--- src/rtl/sevseg_pkg.sv ---
// Shared definitions for the seven-segment scan controller: glyph patterns
// (active-low, bit0 = segment a), FSM state type and decimal limit helper.
package sevseg_pkg;

  typedef enum logic [0:0] {
    IDLE = 1'b0,
    CONV = 1'b1
  } state_t;

  localparam logic [6:0] SEG_0     = 7'b1000000;
  localparam logic [6:0] SEG_1     = 7'b1111001;
  localparam logic [6:0] SEG_2     = 7'b0100100;
  localparam logic [6:0] SEG_3     = 7'b0110000;
  localparam logic [6:0] SEG_4     = 7'b0011001;
  localparam logic [6:0] SEG_5     = 7'b0010010;
  localparam logic [6:0] SEG_6     = 7'b0000010;
  localparam logic [6:0] SEG_7     = 7'b1111000;
  localparam logic [6:0] SEG_8     = 7'b0000000;
  localparam logic [6:0] SEG_9     = 7'b0010000;
  localparam logic [6:0] SEG_A     = 7'b0001000;
  localparam logic [6:0] SEG_B     = 7'b0000011;
  localparam logic [6:0] SEG_C     = 7'b1000110;
  localparam logic [6:0] SEG_D     = 7'b0100001;
  localparam logic [6:0] SEG_E     = 7'b0000110;
  localparam logic [6:0] SEG_F     = 7'b0001110;
  localparam logic [6:0] SEG_DASH  = 7'b0111111;
  localparam logic [6:0] SEG_BLANK = 7'b1111111;

  // 10^n as a 32-bit value; n up to 9 fits.
  function automatic logic [31:0] pow10(input int unsigned n);
    logic [31:0] r;
    r = 32'd1;
    for (int unsigned i = 0; i < n; i++) r = r * 32'd10;
    return r;
  endfunction

  // Hex nibble to active-low glyph.
  function automatic logic [6:0] seg_glyph(input logic [3:0] nib);
    case (nib)
      4'h0: return SEG_0;
      4'h1: return SEG_1;
      4'h2: return SEG_2;
      4'h3: return SEG_3;
      4'h4: return SEG_4;
      4'h5: return SEG_5;
      4'h6: return SEG_6;
      4'h7: return SEG_7;
      4'h8: return SEG_8;
      4'h9: return SEG_9;
      4'hA: return SEG_A;
      4'hB: return SEG_B;
      4'hC: return SEG_C;
      4'hD: return SEG_D;
      4'hE: return SEG_E;
      default: return SEG_F;
    endcase
  endfunction

endpackage

--- src/rtl/sevseg_decode.sv ---
// Nibble to seven-segment pattern with dash/blank override and output polarity.
module sevseg_decode
  import sevseg_pkg::*;
#(
  parameter int unsigned INVERT = 1
) (
  input  logic [3:0] nib,
  input  logic       blank,
  input  logic       dash,
  output logic [6:0] seg
);

  logic [6:0] pat;

  // Select glyph (dash beats blank beats digit), then apply polarity.
  always_comb begin
    pat = SEG_BLANK;
    if (dash)       pat = SEG_DASH;
    else if (blank) pat = SEG_BLANK;
    else            pat = seg_glyph(nib);
    seg = (INVERT != 0) ? pat : ~pat;
  end

endmodule

--- src/rtl/sevseg_scan_ctrl.sv ---
// Multiplexed seven-segment display controller with hex or decimal
// (double-dabble) input and continuous digit scanning.
// Optional build macro: SEVSEG_LZB_EN enables leading-zero blanking.
module sevseg_scan_ctrl
  import sevseg_pkg::*;
#(
  parameter int unsigned DIGITS   = 4,
  parameter int unsigned INVERT   = 1,
  parameter int unsigned SCAN_DIV = 50000
) (
  input  logic                  clk,
  input  logic                  rst_n,
  input  logic [4*DIGITS-1:0]   in_data,
  input  logic                  in_dec,
  input  logic                  in_valid,
  output logic                  in_ready,
  output logic                  ovf,
  output logic [6:0]            seg,
  output logic [DIGITS-1:0]     an
);

  localparam int unsigned W  = 4 * DIGITS;
  localparam int unsigned PW = $clog2(SCAN_DIV);
  localparam int unsigned IW = (DIGITS > 1) ? $clog2(DIGITS) : 1;
  localparam int unsigned BW = $clog2(W) + 1;

  localparam logic [W-1:0]      LIMIT   = W'(pow10(DIGITS) - 32'd1);
  localparam logic [6:0]        SEG_OFF = (INVERT != 0) ? 7'h7F : 7'h00;
  localparam logic [DIGITS-1:0] AN_OFF  = (INVERT != 0) ? '1 : '0;

  state_t          state;
  logic [W-1:0]    disp;
  logic [W-1:0]    sh;
  logic [W-1:0]    bcd;
  logic [W-1:0]    bcd_adj;
  logic [W-1:0]    bcd_nxt;
  logic [BW-1:0]   bitcnt;
  logic            ovf_r;
  logic [PW-1:0]   pcnt;
  logic [IW-1:0]   idx;
  logic [3:0]      cur_nib;
  logic            cur_blank;
  logic [6:0]      dec_seg;
  logic [DIGITS-1:0] onehot;

  assign in_ready = (state == IDLE);
  assign ovf      = ovf_r;

  // One double-dabble step: add 3 to every BCD digit >= 5, then shift in the next input bit.
  always_comb begin
    bcd_adj = bcd;
    for (int unsigned i = 0; i < DIGITS; i++) begin
      if (bcd[4*i +: 4] >= 4'd5) bcd_adj[4*i +: 4] = bcd[4*i +: 4] + 4'd3;
    end
    bcd_nxt    = bcd_adj << 1;
    bcd_nxt[0] = sh[W-1];
  end

  // Input handshake, conversion sequencing and display register.
  always_ff @(posedge clk) begin
    if (!rst_n) begin
      state  <= IDLE;
      disp   <= '0;
      ovf_r  <= 1'b0;
      sh     <= '0;
      bcd    <= '0;
      bitcnt <= '0;
    end else begin
      case (state)
        IDLE: begin
          if (in_valid) begin
            if (!in_dec) begin
              disp  <= in_data;
              ovf_r <= 1'b0;
            end else if (in_data > LIMIT) begin
              ovf_r <= 1'b1;
            end else begin
              ovf_r  <= 1'b0;
              sh     <= in_data;
              bcd    <= '0;
              bitcnt <= '0;
              state  <= CONV;
            end
          end
        end
        CONV: begin
          bcd    <= bcd_nxt;
          sh     <= sh << 1;
          bitcnt <= bitcnt + 1'b1;
          if (bitcnt == BW'(W - 1)) begin
            disp  <= bcd_nxt;
            state <= IDLE;
          end
        end
        default: state <= IDLE;
      endcase
    end
  end

  // Free-running prescaler stepping the scanned digit index.
  always_ff @(posedge clk) begin
    if (!rst_n) begin
      pcnt <= '0;
      idx  <= '0;
    end else if (pcnt == PW'(SCAN_DIV - 1)) begin
      pcnt <= '0;
      idx  <= (idx == IW'(DIGITS - 1)) ? '0 : idx + 1'b1;
    end else begin
      pcnt <= pcnt + 1'b1;
    end
  end

  assign cur_nib = disp[4*idx +: 4];

`ifdef SEVSEG_LZB_EN
  logic [DIGITS-1:0] blank_vec;
  logic              nz;

  // Blank a digit when it and every digit above it are zero; digit 0 always shows.
  always_comb begin
    blank_vec = '0;
    nz        = 1'b0;
    for (int unsigned k = 0; k < DIGITS; k++) begin
      nz = nz | (disp[4*(DIGITS-1-k) +: 4] != 4'd0);
      blank_vec[DIGITS-1-k] = ~nz;
    end
    blank_vec[0] = 1'b0;
  end

  assign cur_blank = blank_vec[idx];
`else
  assign cur_blank = 1'b0;
`endif

  sevseg_decode #(
    .INVERT(INVERT)
  ) u_decode (
    .nib   (cur_nib),
    .blank (cur_blank),
    .dash  (ovf_r),
    .seg   (dec_seg)
  );

  // One-hot anode for the current index.
  always_comb begin
    onehot      = '0;
    onehot[idx] = 1'b1;
  end

  // Registered display outputs, refreshed every cycle.
  always_ff @(posedge clk) begin
    if (!rst_n) begin
      seg <= SEG_OFF;
      an  <= AN_OFF;
    end else begin
      seg <= dec_seg;
      an  <= (INVERT != 0) ? ~onehot : onehot;
    end
  end

endmodule

--- config.mk ---
export PLATFORM = sky130hd
export DESIGN_NAME = sevseg_scan_ctrl
export DESIGN_NICKNAME = d
export VERILOG_FILES = /design/src/rtl/sevseg_pkg.sv /design/src/rtl/sevseg_decode.sv /design/src/rtl/sevseg_scan_ctrl.sv
export SDC_FILE = /design/constraint.sdc
export NUM_CORES = 1
export LEC_CHECK = 0
export CORE_MARGIN = 2
export CORE_UTILIZATION = 25
export DETAILED_ROUTE_END_ITERATION = 16
export PLACE_DENSITY = 0.49
export SLEW_MARGIN = 20
export SYNTH_ARGS = -nofsm -noshare
export SYNTH_HDL_FRONTEND = slang
export SYNTH_SLANG_ARGS = --single-unit
--- constraint.sdc ---
create_clock -name clk -period 2.5 [get_ports clk]
set_input_delay 0.375 -clock clk [delete_from_list [all_inputs] [get_ports clk]]
set_output_delay 0.375 -clock clk [all_outputs]
set_load 0.02 [all_outputs]
### Yosys cells after proc, flatten, opt, wreduce, memory -nomap -nowiden

Memories as Yosys holds them, arrays and structs flattened.
Index checks and enable logic that the tools add are counted.
W data, S select, Z words.

* magnitude comparators: 7
* shift-type cells: 1
* add/subtract/negate cells: 7
* eq/ne operators: 8
* mux-type cells: 31
* bitwise operators: 3
* reductions and logical operators: 6

Operators by type and width (number)
* $mux W16: 9
* $pmux W16 S2: 3
* $add A16 B1 Y16 const B: 1
* $eq A16 B16 Y1 const B: 1
* $ge A4 B3 Y1 const B: 4
* $gt A16 B14 Y1 const B: 1
* $shiftx A16 B5 Y4: 1
* $mux W5: 3
* $add A4 B2 Y4 const B: 3
* $mux W4: 3
* $pmux W5 S2: 1
* $ne A2 B2 Y1 const B: 4
* $mux W1: 7
* $mux W7: 1
* $reduce_and A3 Y1: 2
* $add A5 B1 Y5 const B: 1
* $eq A5 B4 Y1 const B: 1
* $not A4 Y4: 1
* $reduce_or A2 Y1: 2
* $add A3 B2 Y3 const B: 1
* $lt A2 B3 Y1 const B: 1
* $mux W3: 1
* $add A2 B1 Y2 const B: 1
* $demux W1 S2: 1
* other kinds (8): 9

* output and inout bits: 13
* memories kept: 1
* ROM bits: 112
* logic and storage cells: 75
* input port bits: 20
* flip-flop bits (word level): 84

Memories
* (no name shown): depth 16, width 7, read ports 1, clocked after Yosys merged registers in 0, write ports 0, line sevseg_pkg.sv:39 `case (nib)`

### Depth between registers and ports, before layout

Gate-level depths: netlist (run 1).

* depth in word-level cells: 5
* gate-level depth with buffers: 8
* depth with buffers taken out: 8

### Cells and area by module

Synthesis (run 1) repeated with hierarchy kept, for this count alone.

* cells, all modules: 485
* area, all modules: 4121.5 um^2

By module, submodules not included
* sevseg_scan_ctrl: area an instance 3794.9 um^2, cells each 441, times used 1
* sevseg_decode: area an instance 326.6 um^2, cells each 44, times used 1

### Least setup slack after synthesis (run 1)

OpenSTA, ideal clock, no wires.

* kind: reg-to-reg
* start: register idx[0]
* end: register seg[6]
* slack: 484 ps
* required time: 2364 ps
* setup time: 136 ps
* cell stages (with the launch flop): 7
* arrival time: 1881 ps
* cell sequence: dfxtp_1 > clkbuf_1 > mux4_2 > ha_1 > mux2_2 > a21oi_1 > o21ai_0

* cells in the longest elaborated chain, start to end: 3

RTL lines
* from (decl): line sevseg_scan_ctrl.sv:40 `logic [IW-1:0] idx;`
* from (signal assigned): line sevseg_scan_ctrl.sv:107 `idx <= (idx == IW'(DIGITS - 1)) ? '0 : idx + 1'b1;`
* $shiftx A16 B5 Y4: line sevseg_scan_ctrl.sv:113 `assign cur_nib = disp[4*idx +: 4];`
* $mem_v2 Z16 W7
* $mux W7: line sevseg_decode.sv:18 `if (dash) pat = SEG_DASH;`
* to (signal assigned): line sevseg_scan_ctrl.sv:156 `seg <= dec_seg;`
* to (decl): line sevseg_scan_ctrl.sv:18 `output logic [6:0] seg,`

No other way between the ends.
A chain may end at the register's enable or synchronous reset.

### Final worst setup path (run 1)

* start: input port in_data[7]
* end: register sh[0]

* cells in the longest elaborated chain, start to end: 3

RTL lines
* from (decl): line sevseg_scan_ctrl.sv:13 `input logic [4*DIGITS-1:0] in_data,`
* $gt A16 B14 Y1: line sevseg_scan_ctrl.sv:75 `end else if (in_data > LIMIT) begin`
* $ne A2 B2 Y1 (no source line)
* $reduce_and A3 Y1 (no source line)
* to (signal assigned): line sevseg_scan_ctrl.sv:79 `sh <= in_data;`
* to (signal assigned): line sevseg_scan_ctrl.sv:88 `sh <= sh << 1;`
* to (decl): line sevseg_scan_ctrl.sv:33 `logic [W-1:0] sh;`

No other way between the ends.

==> metrics, run 1 <==
Initial DRC Count between 150 and 200; CP Buf/Inv Count 2; die height ~130 um; Initial Util between 20% and 30%; setup ws final 0.220 ns; EDFF count, synth 0; Place WS -0.120 ns; sequential-to-total area share from yosys stat 41.5%; fin crit period 2.28 ns; via count 3397; die area 0.0172 mm2; total clock sinks 84; Routed Antenna Nets 0; Slowest-stage cell, CP nor3_2; reg2reg setup slack 0.47 ns; router iterations before antenna repair 4; Worst-Margin Slew 1.03 ns; setup violators final 0; largest net degree at the start of global routing 33; Cell Pwr Density approximately 630 mW/mm2; CP Data Required Time 2.72 ns; Design Power about 3.2 mW; total track usage 12.0%; global-route wire length before repair 16500 um; ys async rst share 0%; period utilization 91.2%; buffers added on ports 32; CTS Buf Count 9; Worst EP arrival 2.50 ns; syn nets 511; achievable frequency 0.439 GHz; synthesized area around 0.0041 mm2; Fill cells 1682; Avg WL per Cell 13.6 um; GPL Wtd Cong 0.810; delay-heaviest family, CP simple AND/OR/NAND/NOR gates; Slew Viols, Final 0; hold_buf cts 0; hold depth 2; CP dominant cell by count nor3_2; FF-to-FF Start idx[1]$_SDFFE_PN0P_; Post CTS Setup Buffer Count 0; DIE WIDTH about 130 um; Synth area leader dfxtp_1; Setup crit end kind flip-flop; WS Path Type input pin to flip-flop; clock latency on the worst-skew pair about 0.34 ns; Synth Instances around 470; CTS H-Tree Depth 3; vias in the first global route 3278; setup TNS 0 ns; NumNets Final 552; Hold EP disp[7]$_SDFFE_PN0P_; Via density 4.63; max cap viols 0; Antenna Cells 0; CTS tree done; Cell Chain, Critical Path clkdlybuf4s50_1 > nor4_1 > buf_4 > nor3_2 > nor3_2 > mux2i_1 > nor3_1; # rows 46; top cell type's share of synthesized area 41.5%; drt total wl 9950 um; Crit Path Max Fanout 16; synth warn 0; worst clock skew around 0.0074 ns; footprint of the multi-input gates between 0.002 and 0.0025 mm2; Detail Placement HPWL 7200 um; Yosys cell types 51; CP startpoint kind input pin; outcome completed; initial antenna violation count 0; hold_sp disp[7]$_SDFFE_PN0P_; r2r endpoint seg[3]$_SDFF_PP1_; placed cells between 700 and 800; Worst-path clk slew 0.06 ns; Register-to-Register Path Depth 5; peak supply drop 0.329 mV; Pleak 1.79 nW; Area contributors post-synth dfxtp_1 (42%), ha_1 (6.2%), nand2_1 (5.5%), a21oi_1 (5.4%), o21ai_0 (4.6%); Layout area overhead 23.8%; synthesized area per cell between 8 and 9 um2; WP depth 7; Storage cell area between 0.0015 and 0.002 mm2; ys flop type dfxtp_1; post_cts resized 0; Slew HR 31.2%; worst hold slack 0.454 ns; I/O pin cnt 33; post-synthesis register bit count 84; RSZ-0062 raised after global routing false; max incr delay on CP 0.83 ns; CTS max path bufs 2; Cell Count, Final, Fillers Out between 700 and 800; Final Hold Fails 0; Core Footprint 0.0159 mm2; CTS root buf clkbuf_16; total grt overflow 0; Hold WC Path Type flip-flop to flip-flop; DR DRC count 0; layout cells sized above 1 13.2%
==> cells in the mapped netlist, types with 4 or more instances <==
cell type	number
dfxtp_1	84
nand2_1	59
a21oi_1	44
nor2_1	37
o21ai_0	37
ha_1	20
clkbuf_1	16
inv_1	16
nor3_1	14
a31oi_1	12
xor2_1	11
xnor2_1	10
a21oi_2	8
nand2b_1	8
nand3_1	8
mux2i_1	5
nand2_2	5
nand4_1	5
a211oi_1	4
and3_1	4
buf_2	4
mux4_2	4
o211ai_1	4
==> worst reg2reg max path: stages (launching register included) <==
cell       delay [ns]
dfxtp_1          0.53
mux4_2           0.65
inv_1            0.21
nor2_1           0.06
a2111oi_0        0.35
a41oi_1          0.09
==> power by group <==
part | internal, mW | switching (mW) | total (mW)
Clock | 0.933 | 0.547 | 1.48
Sequential | 1.39 | 0.0255 | 1.41
Combinational | 0.129 | 0.157 | 0.286
Total | 2.45 | 0.730 | 3.18
==> layer usage <==
layer  share of wire, %  GRT usage (%)  up-vias
li1                   -              -     1723
met2                 46           19.0       69
met4                1.9           3.80        0
met3                3.6           3.32       14
met1                 48           15.7     1591
met5                  0              0        -
==> layout make-up <==
type / instances / area share, %
multi-input combinational: 344 / 42.9
sequential: 84 / 33.5
timing repair buffer: 56 / 10.2
tap: 216 / 5.39
clock buffer: 11 / 5.04
clock inverter: 5 / 1.65
inverter: 17 / 1.27
==> cells by family after synthesis <==
logic type	after synthesis	share of synthesized area, %
flip-flops	84	41.5
adder cells (fa/ha/maj)	20	6.18
multiplexers	12	4.29
AO/OA/AOI/OAI	127	18.5
XOR/XNOR	21	4.54
AND/OR/NAND/NOR	164	19.6
buffers and inverters	43	5.40
==> layout by cell type (no fill, tap or decap), types with 4 or more instances in the layout <==
cell type	count
ha_1	20
a31oi_1	12
inv_1	16
xor2_1	11
a21oi_1	44
o211ai_1	4
nor3_1	14
xnor2_1	10
clkdlybuf4s50_1	32
a211oi_1	4
nand4_1	5
a21oi_2	8
buf_4	23
o21ai_0	37
nor2_1	37
clkbuf_16	9
mux2i_1	5
nand2_1	59
mux4_2	4
and3_1	4
nand2b_1	8
dfxtp_1	84
nand3_1	8
nand2_2	5
==> stage by stage <==
step,instance area [um2],utilization (%)
5_1_grt,5010,31.6
2_1_floorplan,4050,-
3_5_place_dp,4680,29.5
4_1_cts,5010,31.6
6_report,5010,31.6
3_3_place_gp,4680,29.5
==> sequential cells by signal, summed over array words and instances, names as in the netlist <==
register  cells
bitcnt        5
bcd          16
seg           7
state         1
pcnt         16
disp         16
idx           2
sh           16
ovf           1
an            4
==> worst max path at each step <==
stage | start | endpoint | slack [ns]
3_3_place_gp | in_data[7] | sh[0]$_SDFFE_PN0P_ | -0.08
5_1_grt | in_data[7] | sh[9]$_SDFFE_PN0P_ | 0.06
4_1_cts | in_data[7] | sh[0]$_SDFFE_PN0P_ | 0.23
3_5_place_dp | in_data[7] | sh[0]$_SDFFE_PN0P_ | -0.12
2_1_floorplan | idx[0]$_SDFFE_PN0P_ | seg[6]$_SDFF_PN1_ | 0.48
6_report | in_data[7] | sh[0]$_SDFFE_PN0P_ | 0.22
No activity file was read; power rests on OpenSTA's default activity.
==> run 2: changes to the inputs <==
--- a/config.mk
+++ b/config.mk
@@ -8,7 +8,9 @@
 export CORE_MARGIN = 2
 export CORE_UTILIZATION = 25
 export DETAILED_ROUTE_END_ITERATION = 16
-export PLACE_DENSITY = 0.49
+export PLACE_DENSITY = 0.43
+export REMOVE_ABC_BUFFERS = 1
+export SKIP_LAST_GASP = 1
 export SLEW_MARGIN = 20
 export SYNTH_ARGS = -nofsm -noshare
 export SYNTH_HDL_FRONTEND = slang
==> run 2 against run 1 <==
Net effect:
- total power fell by 8.7%
- clock skew rose by 0.00089 ns
- final cell count fell by 0.82%
- via count fell by 0.88%
- design area fell by 2.1%
- setup slack improved by 0.048 ns
- sequential power barely moved
- global-route usage rose by 0.46 points
- non-clock buffer count fell by 5
- critical endpoint is now bcd[15]$_SDFFE_PN0P_
- largest cell class unchanged
==> metrics, run 2 (synthesized netlist as in run 1, its figures left out) <==
outcome completed; achievable frequency 0.448 GHz (+2.2%); vias in the first global route 3342 (+2.0%); WS Path Type input pin to flip-flop; Initial DRC Count 141 (-22%); hold_buf cts 0 (unchanged); router iterations before antenna repair 4 (unchanged); NumNets Final 547 (-0.91%); DR DRC count 0 (unchanged); die height 131 um (unchanged); CTS tree done; Worst-path clk slew 0.06 ns (about the same); drt total wl 10300 um (+3.5%); max cap viols 0 (unchanged); worst hold slack 0.455 ns (+0.00106 ns); total track usage 12.4% (+0.46 points); Antenna Cells 0 (unchanged); Worst EP arrival 2.50 ns (about the same); Crit Path Max Fanout 12 (-4); fin util 30.9% (-0.68 points); RSZ-0062 raised after global routing false; Pleak 1.72 nW (-3.7%); Avg WL per Cell 14.2 um (+4.4%); die area 0.0172 mm2 (unchanged); CTS H-Tree Depth 3 (unchanged); via count 3367 (-0.88%); DIE WIDTH 131 um (unchanged); Fill cells 1713 (+1.8%); worst clock skew 0.00830 ns (+0.000888 ns); Area after DPL 0.00464 mm2 (-0.80%); Worst-Margin Slew 0.630 ns (-0.396 ns); Design Power 2.90 mW (-8.7%); Clock power frac 41.6% (-5.0 points); period utilization 89.3% (-1.9 points); Final Hold Fails 0 (unchanged); fin crit period 2.23 ns (-0.0482 ns); peak supply drop 0.296 mV (-10%); Cell Count, Final, Fillers Out 727 (-0.82%); initial antenna violation count 0 (unchanged); Detail Placement HPWL 7310 um (+1.5%); Routed Antenna Nets 0 (unchanged); largest net degree at the start of global routing 48 (+45%); Reg power frac 48.5% (+4.1 points); footprint of the multi-input gates 0.00216 mm2 (+0.29%); setup TNS 0 ns (unchanged); Core Footprint 0.0159 mm2 (unchanged); Slew Viols, Final 0 (unchanged); Initial Util 25.5% (unchanged); Cell Pwr Density 591 mW/mm2 (-6.7%); setup violators final 0 (unchanged); CP startpoint kind input pin; layout cells sized above 1 11.9% (-1.2 points); CP Data Required Time 2.77 ns (+0.05 ns); Slew HR 57.7% (+26 points); clock latency on the worst-skew pair 0.34 ns (about the same); GPL Wtd Cong 0.749 (-7.6%); Hold WC Path Type flip-flop to flip-flop; internal power 2.17 mW (-11%); # rows 46 (unchanged); global-route wire length before repair 17100 um (+3.8%); buffers added on ports 32 (unchanged); Storage cell area 0.00168 mm2 (unchanged); Via density 4.63 (about the same); Layout area overhead 21.1%; Sw Share 25.1% (+2.1 points); total grt overflow 0 (unchanged); Setup crit end kind flip-flop; placed cells 712 (-0.70%); CTS Buf Count 9 (unchanged); CTS max path bufs 2 (unchanged); combinational share of power 9.9% (+0.9 points); setup ws final 0.268 ns (+0.0482 ns); commonest non-fill, non-tap cell in the layout dfxtp_1; Place WS -0.176 ns (-0.0561 ns); total clock sinks 84 (unchanged); CTS root buf clkbuf_16; most frequent cells in the layout dfxtp_1 (84), nand2_1 (59), a21oi_1 (44), nor2_1 (37), o21ai_0 (37); I/O pin cnt 33 (unchanged); Sw Pwr 0.728 mW (-0.30%); post-route cell area 0.00491 mm2 (-2.1%)
==> run 2: cell count changes in the layout (fill, tap and decap cells not counted), sizes merged <==
cell,previous run,this run
clkinv,3,4
bufinv,2,0
buf,24,19
clkbuf,11,10
clkinvlp,0,2
inv,17,16
==> run 2: layout make-up <==
type                            instances  share of cell area (%)
Clock buffer                           10                    4.67
Clock inverter                          5                   0.612
Inverter                               17                    1.30
Multi-Input combinational cell        344                    44.0
Sequential cell                        84                    34.3
Tap cell                              216                    5.51
Timing Repair Buffer                   51                    9.69
==> run 2: power groups by stage <==
stage          Sequential (mW)  Clock (mW)  Combinational [mW]
2_1_floorplan             1.45           0               0.124
3_3_place_gp              1.44           0               0.284
3_5_place_dp              1.44           0               0.287
4_1_cts                   1.41        1.26               0.289
5_1_grt                   1.41        1.31               0.315
6_report                  1.41        1.21               0.287
==> run 2: timing repair <==
action / 4_1_cts / 5_1_grt
endpoints found under the setup margin: 0 / 1
resized for setup: 0 / 1
buffers inserted: 0 / 0
==> run 2: per-layer routing <==
metal,wire (um),up-vias,track usage [%]
met4,119,0,4.05
met5,0,-,0
li1,-,1713,-
met1,5230,1587,16.5
met3,363,9,3.43
met2,4580,58,19.5
==> run 2: path summary, 6_finish.rpt <==
| kind | slack [ns] | end | start | cells past startpoint |
|---|---|---|---|---|
| max | 0.27 | bcd[15]$_SDFFE_PN0P_ | in_data[14] | 8 |
| max reg2reg | 0.31 | seg[3]$_SDFF_PP1_ | idx[0]$_SDFFE_PN0P_ | 6 |
| min | 0.45 | disp[3]$_SDFFE_PN0P_ | disp[3]$_SDFFE_PN0P_ | 2 |
| min reg2reg | 0.45 | disp[3]$_SDFFE_PN0P_ | disp[3]$_SDFFE_PN0P_ | 2 |
==> run 2: worst max-delay path, stage by stage <==
cell and delay (ns):
clkdlybuf4s50_1 0.45, or4_4 0.56, nor3_2 0.30, buf_4 0.18
o31a_1 0.16, buf_4 0.22, o21ai_0 0.12, a21oi_1 0.14
